File: src/rtl/sr_drv_pkg.sv
// Shared constants for the NAND-latch pulse driver: FSM encodings and counter width.
package sr_drv_pkg;
    localparam int CNT_W = 4;

    localparam logic [2:0] ST_IDLE    = 3'd0;
    localparam logic [2:0] ST_PULSE_S = 3'd1;
    localparam logic [2:0] ST_PULSE_R = 3'd2;
    localparam logic [2:0] ST_GUARD   = 3'd3;
    localparam logic [2:0] ST_CHECK   = 3'd4;
endpackage

File: src/rtl/sr_latch_driver_if.sv
// Request/drive/readback bundle between a requester+latch and the driver.
interface sr_latch_driver_if;
    logic set_req;
    logic clr_req;
    logic ready;
    logic s_n;
    logic r_n;
    logic q;
    logic q_not;
    logic done;
    logic err;
    logic state_q;

    modport slave (
        input  set_req, clr_req, q, q_not,
        output ready, s_n, r_n, done, err, state_q
    );

    modport master (
        output set_req, clr_req, q, q_not,
        input  ready, s_n, r_n, done, err, state_q
    );
endinterface

File: src/rtl/sync2.sv
// Two-flop synchronizer for a single asynchronous bit.
module sync2 (
    input  logic clk,
    input  logic rst,
    input  logic d_i,
    output logic q_o
);
    logic [1:0] ff_q;

    always_ff @(posedge clk or posedge rst) begin
        if (rst) ff_q <= '0;
        else     ff_q <= {ff_q[0], d_i};
    end

    assign q_o = ff_q[1];
endmodule

File: src/rtl/sr_latch_driver.sv
// Drives an external NAND SR latch with timed active-low pulses, then reads it
// back through synchronizers and confirms the requested value.
module sr_latch_driver
    import sr_drv_pkg::*;
#(
    parameter int PULSE_CYCLES = 4,
    parameter int GUARD_CYCLES = 2
) (
    input logic              clk,
    input logic              rst,
    sr_latch_driver_if.slave bus
);
    localparam logic [CNT_W-1:0] P_LD = CNT_W'(PULSE_CYCLES - 1);
    localparam logic [CNT_W-1:0] G_LD = CNT_W'(GUARD_CYCLES - 1);

    logic [2:0]       st_q, st_d;
    logic [CNT_W-1:0] cnt_q, cnt_d;
    logic             exp_q, exp_d;
    logic             val_q, val_d;
    logic             err_q, err_d;
    logic             s_n_q, r_n_q, ready_q;
    logic             q_s, qn_s;
    logic             accept, go_set, go_clr, conflict, match, chk_ok, chk_fail;

    sync2 u_sync_q  (.clk(clk), .rst(rst), .d_i(bus.q),     .q_o(q_s));
    sync2 u_sync_qn (.clk(clk), .rst(rst), .d_i(bus.q_not), .q_o(qn_s));

    // ready_q gates acceptance so the first post-reset cycle ignores requests
    assign accept   = (st_q == ST_IDLE) && ready_q;
    assign go_set   = accept &&  bus.set_req && !bus.clr_req;
    assign go_clr   = accept && !bus.set_req &&  bus.clr_req;
    assign conflict = accept &&  bus.set_req &&  bus.clr_req;
    assign match    = (q_s == exp_q) && (qn_s == !exp_q);

    always_ff @(posedge clk or posedge rst) begin
        if (rst) begin
            st_q    <= ST_IDLE;
            cnt_q   <= '0;
            exp_q   <= 1'b0;
            val_q   <= 1'b0;
            err_q   <= 1'b0;
            s_n_q   <= 1'b1;
            r_n_q   <= 1'b1;
            ready_q <= 1'b0;
        end else begin
            st_q    <= st_d;
            cnt_q   <= cnt_d;
            exp_q   <= exp_d;
            val_q   <= val_d;
            err_q   <= err_d;
            // drives decoded from the next state keep them registered and exclusive
            s_n_q   <= (st_d != ST_PULSE_S);
            r_n_q   <= (st_d != ST_PULSE_R);
            ready_q <= (st_d == ST_IDLE);
        end
    end

    always_comb begin
        st_d  = st_q;
        cnt_d = cnt_q;
        exp_d = exp_q;
        case (st_q)
            ST_IDLE: begin
                if (go_set) begin
                    st_d  = ST_PULSE_S;
                    cnt_d = P_LD;
                    exp_d = 1'b1;
                end else if (go_clr) begin
                    st_d  = ST_PULSE_R;
                    cnt_d = P_LD;
                    exp_d = 1'b0;
                end
            end
            ST_PULSE_S, ST_PULSE_R: begin
                if (cnt_q == '0) begin
                    st_d  = ST_GUARD;
                    cnt_d = G_LD;
                end else begin
                    cnt_d = cnt_q - 1'b1;
                end
            end
            ST_GUARD: begin
                if (cnt_q == '0) begin
                    st_d  = ST_CHECK;
                    cnt_d = '0;
                end else begin
                    cnt_d = cnt_q - 1'b1;
                end
            end
            ST_CHECK: begin
                st_d  = ST_IDLE;
                cnt_d = '0;
            end
            default: begin
                st_d  = ST_IDLE;
                cnt_d = '0;
            end
        endcase
    end

    always_comb begin
        chk_ok   = (st_q == ST_CHECK) &&  match;
        chk_fail = (st_q == ST_CHECK) && !match;
        err_d    = err_q | conflict | chk_fail;
        val_d    = chk_ok ? exp_q : val_q;
    end

    assign bus.ready   = ready_q;
    assign bus.s_n     = s_n_q;
    assign bus.r_n     = r_n_q;
    assign bus.done    = chk_ok;
    assign bus.err     = err_q | chk_fail;
    assign bus.state_q = val_q;
endmodule

File: src/flat_wrapper.sv
// flat-port wrapper written by rule: the top's interface ports become plain ports
module sr_latch_driver_flat import sr_drv_pkg::*;
#(
    parameter int PULSE_CYCLES = 4,
    parameter int GUARD_CYCLES = 2
)
  (clk, rst, bus_set_req, bus_clr_req, bus_q, bus_q_not, bus_ready, bus_s_n, bus_r_n, bus_done, bus_err, bus_state_q);
  sr_latch_driver_if bus_i ();
  input logic clk;
  input logic rst;
  input wire logic [$bits(bus_i.set_req)-1:0] bus_set_req;
  input wire logic [$bits(bus_i.clr_req)-1:0] bus_clr_req;
  input wire logic [$bits(bus_i.q)-1:0] bus_q;
  input wire logic [$bits(bus_i.q_not)-1:0] bus_q_not;
  output wire logic [$bits(bus_i.ready)-1:0] bus_ready;
  output wire logic [$bits(bus_i.s_n)-1:0] bus_s_n;
  output wire logic [$bits(bus_i.r_n)-1:0] bus_r_n;
  output wire logic [$bits(bus_i.done)-1:0] bus_done;
  output wire logic [$bits(bus_i.err)-1:0] bus_err;
  output wire logic [$bits(bus_i.state_q)-1:0] bus_state_q;
  assign bus_i.set_req = bus_set_req;
  assign bus_i.clr_req = bus_clr_req;
  assign bus_i.q = bus_q;
  assign bus_i.q_not = bus_q_not;
  assign bus_ready = bus_i.ready;
  assign bus_s_n = bus_i.s_n;
  assign bus_r_n = bus_i.r_n;
  assign bus_done = bus_i.done;
  assign bus_err = bus_i.err;
  assign bus_state_q = bus_i.state_q;
  sr_latch_driver #(.PULSE_CYCLES(PULSE_CYCLES), .GUARD_CYCLES(GUARD_CYCLES)) u_core (.clk(clk), .rst(rst), .bus(bus_i));
endmodule
File: config.mk
export PLATFORM = sky130hd
export DESIGN_NAME = sr_latch_driver_flat
export DESIGN_NICKNAME = d
export VERILOG_FILES = /design/src/rtl/sr_drv_pkg.sv /design/src/rtl/sr_latch_driver_if.sv /design/src/rtl/sync2.sv /design/src/rtl/sr_latch_driver.sv /design/src/flat_wrapper.sv
export SDC_FILE = /design/constraint.sdc
export NUM_CORES = 1
export LEC_CHECK = 0
export BUFFER_PORTS_ARGS = -buffer_cell sky130_fd_sc_hd__buf_2
export CORE_MARGIN = 2
export CORE_UTILIZATION = 51
export CTS_BUF_LIST = sky130_fd_sc_hd__clkbuf_4 sky130_fd_sc_hd__clkbuf_8
export CTS_CLUSTER_DIAMETER = 50
export DETAILED_ROUTE_END_ITERATION = 6
export GPL_TIMING_DRIVEN = 0
export HOLD_SLACK_MARGIN = 0.02
export PLACE_DENSITY = 0.69
export SLEW_MARGIN = 30
export SYNTH_ARGS = -nofsm -noshare
export SYNTH_HDL_FRONTEND = slang
export SYNTH_SLANG_ARGS = --single-unit
File: constraint.sdc
create_clock -name clk -period 1.99 [get_ports clk]
set_input_delay 0.2985 -clock clk [delete_from_list [all_inputs] [get_ports clk]]
set_output_delay 0.2985 -clock clk [all_outputs]
set_load 0.1 [all_outputs]
# After elaboration in Yosys (flattened, before gate mapping)
# Index checks and enable logic that the tools add are counted.
[word_totals]
rom_bits = 0
ramBits = 0
word_cells = 54
ff_bits = 17
in_bits = 6
memories = 0
latchBits = 0
out_inout_bits = 6
[op_classes]
add_sub_neg = 1
shift = 0
magnitude_cmp = 0
n_bitwise = 3
n_div = 0
reduce_logical = 19
mul = 0
eq_ne = 9
muxes = 12
[ops]
columns = ["operator", "n"]
rows = [
  ["$mux 4", 4],
  ["$mux 3", 4],
  ["$pmux 4 s3", 1],
  ["$logic_and 1x1->1", 9],
  ["$pmux 3 s3", 1],
  ["$eq 3x2->1 const B", 2],
  ["$logic_not 3->1", 2],
  ["$ne 3x1->1 const B", 2],
  ["$logic_not 1->1", 4],
  ["$logic_not 4->1", 1],
  ["$sub 4x1->4 const B", 1],
  ["$eq 3x1->1 const B", 1],
  ["$eq 3x3->1 const B", 1],
  ["$ne 3x2->1 const B", 1],
  ["$or 1x1->1", 3],
  ["$eq 1x1->1", 2],
  ["$mux 1", 2],
  ["$reduce_and 2->1", 1],
  ["$reduce_bool 2->1", 1],
  ["$reduce_or 2->1", 1],
]

# Logic depth before layout (Yosys ltp)
# Gate-level depths: netlist (run 1).
[depth]
ltp_word = 8
ltp_mapped = 6
depth_no_buf = 5

# By module
# From an unflattened synthesis (run 1), not the netlist that was laid out.
[hier_totals]
cells_unflattened = 76
hier_area_um2 = 839.6
[by_module_without_submodules]
columns = ["module", "cells_per_inst", "instances", "seq_area_each_um2", "area_per_inst_um2"]
rows = [
  ["sr_latch_driver", 70, 1, 327.8, 732.0],
  ["sync2", 3, 2, 50.0, 53.8],
]

# Least setup slack after synthesis (run 1)
# OpenSTA, ideal clock, no wires.
[synth_timing]
path_type = "reg-to-reg"
startpoint = "register u_core.ready_q, in the netlist u_core.bus.ready"
endpoint = "register u_core.cnt_q[0]"
n_path_buf = 0
stages_incl_launch_ff = 4
period_less_slack_ns = 1.797
arrival_ns = 1.697
path_slack_ns = 0.193
required_time_ns = 1.891
setup_ns = 0.099
cell_sequence = "dfrtp_1 > nor4b_4 > a211oi_1 > a311oi_1"
[synth_between]
elab_chain_cells = 5
elab_cells_between_ends = 8
cone_classes = "eq/ne (1); mux (2); reduce/logical (5)"
[synth_lines]
columns = ["element", "line_no", "rtl"]
rows = [
  ["from (decl)", "sr_latch_driver.sv:21", "logic s_n_q, r_n_q, ready_q;"],
  ["from (signal assigned)", "sr_latch_driver.sv:54", "ready_q <= (st_d == ST_IDLE);"],
  ["$logic_and 1x1->1 (*)", "sr_latch_driver.sv:29", "assign accept = (st_q == ST_IDLE) && ready_q;"],
  ["$logic_and 1x1->1 (2 in a row)", "sr_latch_driver.sv:30", "assign go_set = accept && bus.set_req && !bus.clr_req;"],
  ["$mux 4", "sr_latch_driver.sv:64", "if (go_set) begin"],
  ["$pmux 4 s3", "sr_latch_driver.sv:62", "case (st_q)"],
  ["to (signal assigned)", "sr_latch_driver.sv:47", "cnt_q <= cnt_d;"],
  ["to (decl)", "sr_latch_driver.sv:17", "logic [CNT_W-1:0] cnt_q, cnt_d;"],
]
# Mark *: on every way between the ends. The rest lies on a longest branch, timed or not.
# A chain may end at the register's enable or synchronous reset.

# Worst setup path in the final report (run 1)
[layout_timing]
startpoint = "register u_core.exp_q"
endpoint = "output bus_err"
[layout_between]
elab_chain_cells = 6
elab_cells_between_ends = 7
cone_classes = "eq/ne (2); bitwise (1); reduce/logical (4)"
[layout_lines]
columns = ["element", "line_no", "rtl"]
rows = [
  ["from (decl)", "sr_latch_driver.sv:18", "logic exp_q, exp_d;"],
  ["from (signal assigned)", "sr_latch_driver.sv:48", "exp_q <= exp_d;"],
  ["$logic_not 1->1", "sr_latch_driver.sv:33", "assign match = (q_s == exp_q) && (qn_s == !exp_q);"],
  ["$eq 1x1->1", "sr_latch_driver.sv:33", ""],
  ["$logic_and 1x1->1 (*)", "sr_latch_driver.sv:33", ""],
  ["$logic_not 1->1 (*)", "sr_latch_driver.sv:103", "chk_fail = (st_q == ST_CHECK) && !match;"],
  ["$logic_and 1x1->1 (*)", "sr_latch_driver.sv:103", ""],
  ["$or 1x1->1 (*)", "sr_latch_driver.sv:112", "assign bus.err = err_q | chk_fail;"],
  ["to (decl)", "flat_wrapper.sv:19", "output wire logic [$bits(bus_i.err)-1:0] bus_err;"],
]
# Marks and branches as above.

==> results of run 1 <==
power groups by stage:
stage	clock network, mW	registers (mW)	logic (mW)
2_1_floorplan	0	0.764	0.568
3_3_place_gp	0	0.550	0.915
3_5_place_dp	0	0.555	0.929
4_1_cts	0.202	0.548	0.943
5_1_grt	0.214	0.567	1.02
6_report	0.197	0.549	0.943
layout by cell type (no fill, tap or decap), types with 3 or more instances in the layout:
cell type / n
sky130_fd_sc_hd__inv_1: 8
sky130_fd_sc_hd__buf_2: 9
sky130_fd_sc_hd__buf_6: 3
sky130_fd_sc_hd__a21oi_1: 3
sky130_fd_sc_hd__nor2_1: 7
sky130_fd_sc_hd__mux2_2: 3
sky130_fd_sc_hd__nand3b_1: 3
sky130_fd_sc_hd__clkbuf_4: 3
sky130_fd_sc_hd__nand2_1: 5
sky130_fd_sc_hd__dfrtp_1: 15
sequential cells by signal, indices dropped and copies added, names as in the netlist:
signal and flops:
u_core.bus.s_n 1, u_core.cnt_q 4, u_core.st_q 3, u_core.u_sync_q.ff_q 2
u_core.bus.ready 1, u_core.bus.state_q 1, u_core.exp_q 1, u_core.bus.r_n 1
u_core.u_sync_qn.ff_q 2, u_core.err_q 1
worst max-delay path, delay by kind of cell (launching register included):
kind	cells	cell delay, ns
AO/OA/AOI/OAI	1	0.25
AND/OR/NAND/NOR	2	0.36
flip-flops	1	0.43
buffers and inverters	1	0.23
area by class of cell:
cell class | instances | area, um^2
inverters | 8 | 30.0
flip-flops and latches | 17 | 428
well taps | 17 | 21.3
fillers | 152 | 671
plain buffers | 5 | 38.8
clock buffers | 3 | 22.5
clock inverters | 1 | 5.00
repair buffers | 11 | 63.8
multi-input cells | 53 | 390
cells by family after synthesis:
group / count (synthesis)
flip-flops: 17
XOR/XNOR: 1
AO/OA/AOI/OAI: 18
adder cells (fa/ha/maj): 2
buffers and inverters: 13
multiplexers: 4
AND/OR/NAND/NOR: 28
routing by layer:
layer / share of wire / wire length (um)
met3: 0.027 / 45
met1: 0.47 / 799
met4: 0.023 / 39
met2: 0.48 / 811
met5: 0 / 0
worst max-delay path by stage:
stage,from,end,slack (ns),depth (start not counted)
after detailed placement,u_core.st_q[0],bus_done,0.19,5
final,u_core.exp_q,bus_err,0.12,4
after floorplan,u_core.bus.ready,u_core.cnt_q[0],0.19,3
after global placement,u_core.st_q[0],bus_done,0.18,5
after CTS,u_core.st_q[2],bus_err,0.02,3
after global routing,u_core.exp_q,bus_err,0.009,4
timing repair:
item / CTS / global route
cloned: 0 / 0
setup endpoints to repair: 2 / 2
hold buffers: 0 / 0
gates resized for setup: 3 / 3
per-stage QoR:
step / std cells / hold slack, ns / total power, mW
global route: 115 / 0.0749 / 1.81
CTS: 115 / 0.0775 / 1.69
global placement: 111 / 0.332 / 1.47
finish: 115 / 0.0632 / 1.69
floorplan: 83 / 0.223 / 1.33
detailed placement: 111 / 0.339 / 1.48
==> PnR_summary.wiki, run 1 <==
{| class="wikitable"
! Metric !! Value
|-
| # DRC || 0
|-
| Vias per inst || 5.77
|-
| Core ar. || 1670 um^2
|-
| Maximum clock frequency || 0.534 GHz
|-
| Number of global-route vias before repair || ~660
|-
| Antenna Nets Post-Route || 0
|-
| Placed cell areas || 960 um^2
|-
| Setup repair after global routing missed its margin || false
|-
| Clock edge transition at the registers on the reported setup and hold paths || approximately 0.1 ns
|-
| I/O Pins || 12
|-
| Number of flops mapped to enable cells by yosys || 0
|-
| Psw || 0.810 mW
|-
| Final number of hold-violating endpoints || 0
|-
| Share of post-route cells with drive strength above 1 || 0.296
|-
| CTS tree || built
|-
| Share of the core filled with cells || 0.599
|-
| Reg power frac || 0.325
|-
| Leakage power summed over all cells || around 0.45 nW
|-
| Largest fanout on the critical path || 5
|-
| Number of maximum-capacitance violations || 0
|-
| CTS buffer count || 3
|-
| Number of max-slew violations in the final report || 0
|-
| Detailed-placement wirelength estimate || 1200 um
|-
| Part of the Yosys area used for sequential elements || 0.484
|-
| Post-Syn Instances || 83
|-
| Final Cycle Share || 0.940
|-
| Areal power density over the cells || 1690 nW/um^2
|-
| Mux cell area share after synthesis || 0.0496
|-
| Area of the die || ~2100 um^2
|-
| H-tree level count || 1
|-
| Initial antenna violation count || 0
|-
| Data required time at the worst endpoint || between 1.5 and 2 ns
|-
| Longest Clk Path Bufs || 2
|-
| Critical path class || register to output pin
|-
| Worst reg2reg endpoint || u_core.st_q[0]
|-
| Average wire per standard cell || 14.7 um
|-
| Master cell of the clock root buffer || sky130_fd_sc_hd__clkbuf_4
|-
| Cell type with the highest aggregate area in the netlist || sky130_fd_sc_hd__dfrtp_1
|-
| Layout-stage area growth over the synthesis result || 13.2%
|-
| Synthesized net count || 91
|-
| Initial DRC count || 10
|-
| Library cell with the highest instance count after synthesis || sky130_fd_sc_hd__dfrtp_1
|-
| Largest family of logic cells by synthesized area || simple AND/OR/NAND/NOR gates
|-
| Number of clock sinks seen by CTS || 17
|-
| Slowest stage cell on the critical path || sky130_fd_sc_hd__dfrtp_1
|-
| R2R Path Start || u_core.cnt_q[0]
|-
| Arrival time of data at the critical path endpoint || between 1.5 and 2 ns
|-
| Largest net degree at the start of global routing || 18
|-
| Placer's final routability congestion estimate || 0.763
|-
| Minimum setup slack after placement || 0.192 ns
|-
| Global routing's busiest layer || met2
|-
| Final number of setup-violating endpoints || 0
|-
| Standard-cell row count || 15
|-
| Net switching share of the total power || 0.480
|-
| Startpoint types || register
|-
| Min cycle time layout || roughly 1.9 ns
|-
| Combinational cell fraction of total power || 0.558
|-
| Peak ir drop on the vdd network || 0.712 mV
|-
| Pint || slightly below 0.9 mW
|-
| Setup slack after layout || 0.118 ns
|-
| Post-synthesis share of cell area spent on xor and xnor gates || 0.00992
|-
| Reg2Reg Depth || 6
|-
| Initial core utilization || 0.529
|-
| Fraction of the mapped netlist area in compound gates || 0.159
|-
| Met2 track utilization from global routing || 0.296
|-
| Leftover overflow at the end of global routing || 0
|-
| Post-Synthesis Cell Area || 883 um^2
|-
| Most frequent cells after synthesis || 15 x sky130_fd_sc_hd__dfrtp_1, 8 x sky130_fd_sc_hd__inv_1, 8 x sky130_fd_sc_hd__nor2_1, 5 x sky130_fd_sc_hd__nand2_1
|-
| Horizontal die dimension || 45.6 um
|-
| Clk network pwr share || 0.117
|-
| Setup bufs post-CTS || 0
|-
| GR met1 Demand/Resource || 0.254
|-
| Endpoint class of the critical path || output pin
|-
| Post-synthesis share of cell area spent on and, or, nand and nor gates || 0.193
|-
| Hold WC Path Type || input port to async pin
|-
| Cell variety after synth || 37
|-
| Flops & latches, synth || 17
|-
| Die Ht || 45.6 um
|-
| Adder-cell share of the synthesized area || 0.0283
|-
| Post-Route Skew || around 0.0011 ns
|-
| Largest cells by area after synthesis || sky130_fd_sc_hd__dfrtp_1 42%, sky130_fd_sc_hd__dfstp_2 5.9%, sky130_fd_sc_hd__mux2_2 3.8%
|-
| Post-detailed-routing wire length || 1700 um
|-
| Asr flop ratio synth || 1.00
|-
| Series of cell instances along the critical path || nor3b_1 -> nor2_1 -> a31o_2 -> buf_4
|-
| DR vias || 664
|-
| Delay of the slowest cell on the worst path || 0.43 ns
|-
| Synth top area share || 0.425
|-
| Tightest slew margin relative to the limit || 0.566
|-
| Worst Tran Pin Value || 0.650 ns
|-
| Number of diodes || 0
|-
| Synth Area per Inst || ~11 um^2
|-
| Detailed-router iteration count before antenna repair || 4
|-
| Setup TNS || 0 ns
|-
| Syn. warnings || 0
|-
| Nets@finish || 107
|-
| Most used flip-flop cell after synthesis || sky130_fd_sc_hd__dfrtp_1
|-
| Global-route wire length before repair || ~2800 um
|-
| Reg-to-reg setup timing slack || 0.27 ns
|-
| Clock latency at the later pin of the worst-skew pair || 0.30 ns
|-
| Fraction of met3 tracks used by global routing || 0.0397
|-
| Status || finished clean
|-
| Global Route Usage Sum || 0.195
|-
| Cell area after layout || 1000 um^2
|-
| IO buf count || 11
|}
No activity file was read; power rests on OpenSTA's default activity.
==> run 2: changes to the inputs <==
==> constraint.sdc (replaced) <==
create_clock -name clk -period 2.3 [get_ports clk]
set_input_delay 0.345 -clock clk [delete_from_list [all_inputs] [get_ports clk]]
set_output_delay 0.345 -clock clk [all_outputs]
set_load 0.1 [all_outputs]
==> PnR_summary.wiki, run 2 (same netlist as run 1, synthesis figures left out) <==
{| class="wikitable"
! Metric !! Value
|-
| CTS tree || built
|-
| Critical path class || register to output pin
|-
| Number of diodes || 0
|-
| Startpoint types || register
|-
| Largest net degree at the start of global routing || 18
|-
| Minimum setup slack after placement || 0.456 ns
|-
| Setup TNS || 0 ns
|-
| Post-Route Skew || ~0.0011 ns
|-
| Number of max-slew violations in the final report || 0
|-
| Global Route Usage Sum || 0.194
|-
| Peak ir drop on the vdd network || 0.598 mV
|-
| Leading cell types in the layout, fill and taps excluded || 15 x sky130_fd_sc_hd__dfrtp_1, 10 x sky130_fd_sc_hd__buf_2, 8 x sky130_fd_sc_hd__inv_1, 8 x sky130_fd_sc_hd__nor2_1, 5 x sky130_fd_sc_hd__nand2_1
|-
| Met3 WL || 98 um
|-
| Worst Tran Pin Value || between 0.6 and 0.7 ns
|-
| Master cell of the clock root buffer || sky130_fd_sc_hd__clkbuf_4
|-
| Share of post-route cells with drive strength above 1 || 0.276
|-
| Min cycle time layout || 2.16 ns
|-
| Detailed-placement wirelength estimate || between 1000 and 1500 um
|-
| Register area || between 400 and 500 um^2
|-
| Antenna Nets Post-Route || 0
|-
| Count of cells resized by post-cts repair || 0
|-
| Vias per inst || a little under 6
|-
| Average wire per standard cell || approximately 14 um
|-
| Tightest slew margin relative to the limit || 0.567
|-
| Total routed wire length on the met1 layer || 731 um
|-
| Overall power consumption || 1.45 mW
|-
| DR vias || between 600 and 700
|-
| Global-route wire length before repair || 2830 um
|-
| Clock latency at the later pin of the worst-skew pair || 0.30 ns
|-
| Setup slack after layout || ~0.14 ns
|-
| Die Ht || 45.6 um
|-
| Initial DRC count || 26
|-
| Initial core utilization || 0.529
|-
| Flip-flop count of the largest register, all copies and words added || 4
|-
| Standard-cell row count || 15
|-
| Status || finished clean
|-
| Longest Clk Path Bufs || 2
|-
| Reg-to-reg setup timing slack || approximately 0.58 ns
|-
| Leading registers by flop count || u_core.cnt_q (4), u_core.st_q (3)
|-
| Detailed-router iteration count before antenna repair || 4
|-
| Most common library cell in the layout ignoring fill and taps || sky130_fd_sc_hd__dfrtp_1
|-
| Fill cell instance count of the final layout || 154
|-
| Largest Register || u_core.cnt_q
|-
| Final number of hold-violating endpoints || 0
|-
| Initial antenna violation count || 0
|-
| IO buf count || 11
|-
| Setup bufs post-CTS || 0
|-
| Arrival time of data at the critical path endpoint || 1.82 ns
|-
| Highest routing layer actually used || met4
|-
| Core ar. || 1670 um^2
|-
| Post-detailed-routing wire length || 1660 um
|-
| Leftover overflow at the end of global routing || 0
|-
| Final number of setup-violating endpoints || 0
|-
| Largest fanout on the critical path || 10
|-
| I/O Pins || 12
|-
| Clock edge transition at the registers on the reported setup and hold paths || 0.11 ns
|-
| Nets@finish || 107
|-
| Number of global-route vias before repair || 656
|-
| Number of hold buffers added after CTS || 0
|-
| Met2 wire length || about 790 um
|-
| H-tree level count || 1
|-
| # DRC || 0
|-
| Maximum clock frequency || between 0.4 and 0.5 GHz
|-
| Data required time at the worst endpoint || approximately 2.0 ns
|-
| Placer's final routability congestion estimate || between 0.7 and 0.8
|-
| Area of the die || around 2100 um^2
|-
| Horizontal die dimension || 45.6 um
|-
| Layout-stage area growth over the synthesis result || 12.0%
|-
| Endpoint class of the critical path || output pin
|-
| Leakage power summed over all cells || roughly 0.45 nW
|-
| Multi-input logic area || 388 um^2
|-
| Hold WC Path Type || input port to async pin
|-
| Number of maximum-capacitance violations || 0
|-
| Number of clock sinks seen by CTS || 17
|-
| Final Cycle Share || 0.940
|-
| CTS buffer count || 3
|-
| Setup repair after global routing missed its margin || false
|-
| Areal power density over the cells || 1460 nW/um^2
|}
==> run 2: layout make-up <==
| class | instances | area share |
|---|---|---|
| Clock buffer | 3 | 0.0228 |
| Clock inverter | 1 | 0.00506 |
| Timing Repair Buffer | 11 | 0.0582 |
| Sequential cell | 17 | 0.432 |
| Buffer | 5 | 0.0379 |
| Inverter | 8 | 0.0303 |
| Tap cell | 17 | 0.0215 |
| Multi-Input combinational cell | 53 | 0.392 |
==> run 2: worst max-delay path, stage by stage (launching register included) <==
cell and delay, ns:
sky130_fd_sc_hd__dfrtp_1 0.47, sky130_fd_sc_hd__clkbuf_1 0.40, sky130_fd_sc_hd__a31o_2 0.22, sky130_fd_sc_hd__buf_2 0.42
==> run 2: stage by stage <==
stage / cell area (um^2) / hold slack [ns] / utilization / std cells
after floorplan: 883 / 0.270 / - / 83
after global placement: 960 / 0.332 / 0.575 / 111
after detailed placement: 960 / 0.339 / 0.575 / 111
after CTS: 987 / 0.124 / 0.591 / 115
after global routing: 990 / 0.121 / 0.593 / 115
final: 990 / 0.110 / 0.593 / 115
==> run 2: per-layer routing <==
metal | up-vias | GRT usage
met5 | - | 0
met4 | 0 | 0.118
met3 | 5 | 0.0397
met2 | 23 | 0.296
met1 | 328 | 0.251
li1 | 322 | -
==> run 2: final timing paths <==
path	from	endpoint	cells past startpoint
max in group asynchronous	rst	u_core.st_q[1]	2
min	rst	u_core.err_q	2
max reg2reg	u_core.cnt_q[0]	u_core.st_q[0]	6
max	u_core.st_q[2]	bus_err	3
min in group clk	bus_q	u_core.u_sync_q.ff_q[0]	1
min reg2reg	u_core.u_sync_qn.ff_q[0]	u_core.u_sync_qn.ff_q[1]	0
==> run 2: power breakdown <==
part | total [mW] | switching (mW) | internal, mW
Clock | 0.171 | 0.106 | 0.0650
Sequential | 0.474 | 0.0695 | 0.404
Combinational | 0.804 | 0.519 | 0.285
Total | 1.45 | 0.695 | 0.754
==> run 3: changes to the inputs <==
--- a/config.mk
+++ b/config.mk
@@ -13,7 +13,10 @@
 export DETAILED_ROUTE_END_ITERATION = 6
 export GPL_TIMING_DRIVEN = 0
 export HOLD_SLACK_MARGIN = 0.02
+export MAX_ROUTING_LAYER = met4
 export PLACE_DENSITY = 0.69
+export RECOVER_POWER = 50
+export REMOVE_ABC_BUFFERS = 1
 export SLEW_MARGIN = 30
 export SYNTH_ARGS = -nofsm -noshare
 export SYNTH_HDL_FRONTEND = slang
==> PnR_summary.wiki, run 3 (same netlist as run 1, synthesis figures left out) <==
{| class="wikitable"
! Metric !! Value
|-
| Clock edge transition at the registers on the reported setup and hold paths || 0.10 ns
|-
| Leading registers by flop count || u_core.cnt_q (4), u_core.st_q (3)
|-
| Slowest stage cell on the critical path || sky130_fd_sc_hd__dfrtp_1
|-
| Reg2Reg Depth || 5
|-
| Setup slack after layout || about 0.21 ns
|-
| Worst Tran Pin Value || 0.639 ns
|-
| Delay of the slowest cell on the worst path || 0.51 ns
|-
| Flip-flop count of the largest register, all copies and words added || 4
|-
| Number of global-route vias before repair || 635
|-
| Global-route wire length before repair || 2660 um
|-
| Minimum setup slack after placement || 0.469 ns
|-
| Detailed-placement wirelength estimate || 1130 um
|-
| Reg-to-reg setup timing slack || roughly 0.54 ns
|-
| Number of clock sinks seen by CTS || 17
|-
| Area of the die || 2080 um^2
|-
| Endpoint class of the critical path || output pin
|-
| Standard-cell row count || 15
|-
| Startpoint types || register
|-
| Leakage power summed over all cells || 0.430 nW
|-
| Setup repair after global routing missed its margin || false
|-
| Share of post-route cells with drive strength above 1 || 0.258
|-
| Hold WC Path Type || input port to async pin
|-
| Final number of hold-violating endpoints || 0
|-
| DR vias || 639
|-
| Largest net degree at the start of global routing || 18
|-
| Critical path class || register to output pin
|-
| Clock latency at the later pin of the worst-skew pair || ~0.28 ns
|-
| Min cycle time layout || 2.09 ns
|-
| Setup TNS || 0 ns
|-
| Vias per inst || 5.81
|-
| Category of cells accounting for the largest share of critical-path delay || flip-flops
|-
| Number of max-slew violations in the final report || 0
|-
| R2R Path Start || u_core.cnt_q[0]
|-
| Core ar. || 1670 um^2
|-
| # DRC || 0
|-
| Number of hold buffers added after CTS || 0
|-
| Average wire per standard cell || 14.3 um
|-
| Final Cycle Share || 0.910
|-
| Tightest slew margin relative to the limit || 0.573
|-
| CTS tree || built
|-
| Setup bufs post-CTS || 0
|-
| Horizontal die dimension || 45.6 um
|-
| Post-detailed-routing wire length || 1570 um
|-
| Non-filler cells in the finished layout || 110
|-
| Count of cells resized by post-cts repair || 0
|-
| Maximum clock frequency || 0.478 GHz
|-
| Post-Route Skew || 0.00139 ns
|-
| Bufs and invs on worst path || 1
|-
| Detailed-router iteration count before antenna repair || 4
|-
| CTS buffer count || 3
|-
| Areal power density over the cells || 1450 nW/um^2
|-
| Nets@finish || 102
|-
| Longest Clk Path Bufs || 2
|-
| Number of maximum-capacitance violations || 0
|-
| Number of diodes || 0
|-
| Largest Register || u_core.cnt_q
|-
| Global Route Usage Sum || 0.182
|-
| Initial core utilization || 0.529
|-
| Die Ht || around 46 um
|-
| Most common library cell in the layout ignoring fill and taps || sky130_fd_sc_hd__dfrtp_1
|-
| Leftover overflow at the end of global routing || 0
|-
| H-tree level count || 1
|-
| Initial antenna violation count || 0
|-
| Initial DRC count || 8
|-
| I/O Pins || 12
|-
| Cell count after placement || 106
|-
| IO buf count || 11
|-
| Placer's final routability congestion estimate || 0.737
|-
| Layout-stage area growth over the synthesis result || 8.07%
|-
| Worst reg2reg endpoint || u_core.st_q[0]
|-
| Arrival time of data at the critical path endpoint || 1.75 ns
|-
| Status || finished clean
|-
| Master cell of the clock root buffer || sky130_fd_sc_hd__clkbuf_4
|-
| Series of cell instances along the critical path || nor2_1 -> a31o_2 -> buf_2
|-
| Largest fanout on the critical path || 10
|-
| Antenna Nets Post-Route || 0
|-
| Peak ir drop on the vdd network || 0.756 mV
|-
| Leading cell types in the layout, fill and taps excluded || 15 x sky130_fd_sc_hd__dfrtp_1, 10 x sky130_fd_sc_hd__buf_2, 8 x sky130_fd_sc_hd__inv_1, 8 x sky130_fd_sc_hd__nor2_1
|-
| Final number of setup-violating endpoints || 0
|-
| Data required time at the worst endpoint || 1.96 ns
|}
==> run 3: changes by cell type in the layout (fill, tap and decap cells not counted), sizes merged <==
cell	change
buf	-3
clkbuf	-1
clkinv	-1
==> run 3: report_power, final <==
group | leakage (nW) | internal [mW] | switching [mW]
clock | 0.0184 | 0.0790 | 0.0904
sequential | 0.198 | 0.404 | 0.123
combinational | 0.214 | 0.239 | 0.452
==> run 3: how the worst max path moves through the flow <==
stage | startpoint | endpoint | cells past startpoint | slack [ns]
after CTS | u_core.st_q[0] | bus_done | 4 | 0.15
final | u_core.st_q[0] | bus_err | 3 | 0.21
after global routing | u_core.st_q[0] | bus_done | 4 | 0.08
after floorplan | u_core.st_q[0] | bus_done | 3 | 0.49
after detailed placement | u_core.st_q[0] | bus_done | 4 | 0.47
after global placement | u_core.st_q[0] | bus_done | 4 | 0.48
==> run 3: layout make-up <==
cell class	count	area (um^2)
Clock buffer	4	30.0
Fill cell	156	716
Inverter	8	30.0
Multi-Input combinational cell	53	388
Sequential cell	17	428
Tap cell	17	21.3
Timing Repair Buffer	11	57.6
==> run 3: metrics by stage <==
stage	util	instance area [um^2]	hold WS [ns]	total power [mW]
2_1_floorplan	-	846	0.270	1.10
3_3_place_gp	0.552	922	0.333	1.20
3_5_place_dp	0.552	922	0.339	1.23
4_1_cts	0.570	952	0.147	1.40
5_1_grt	0.572	955	0.147	1.48
6_report	0.572	955	0.130	1.39
==> run 3: worst register-to-register path, cell delays in order, from the launching register on <==
cell and delay [ns]:
sky130_fd_sc_hd__dfrtp_1 0.43, sky130_fd_sc_hd__inv_1 0.09, sky130_fd_sc_hd__ha_1 0.18, sky130_fd_sc_hd__or3b_1 0.48, sky130_fd_sc_hd__and2_4 0.21, sky130_fd_sc_hd__o31a_1 0.27
==> run 3: per-layer routing <==
| metal | share of wire | track usage | wire length (um) | vias up |
|---|---|---|---|---|
| met5 | 0 | - | 0 | - |
| met4 | 0.0083 | 0.0588 | 13 | 0 |
| met3 | 0.028 | 0.0317 | 44 | 2 |
| met2 | 0.47 | 0.282 | 734 | 9 |
| met1 | 0.50 | 0.242 | 778 | 315 |
| li1 | - | - | - | 313 |
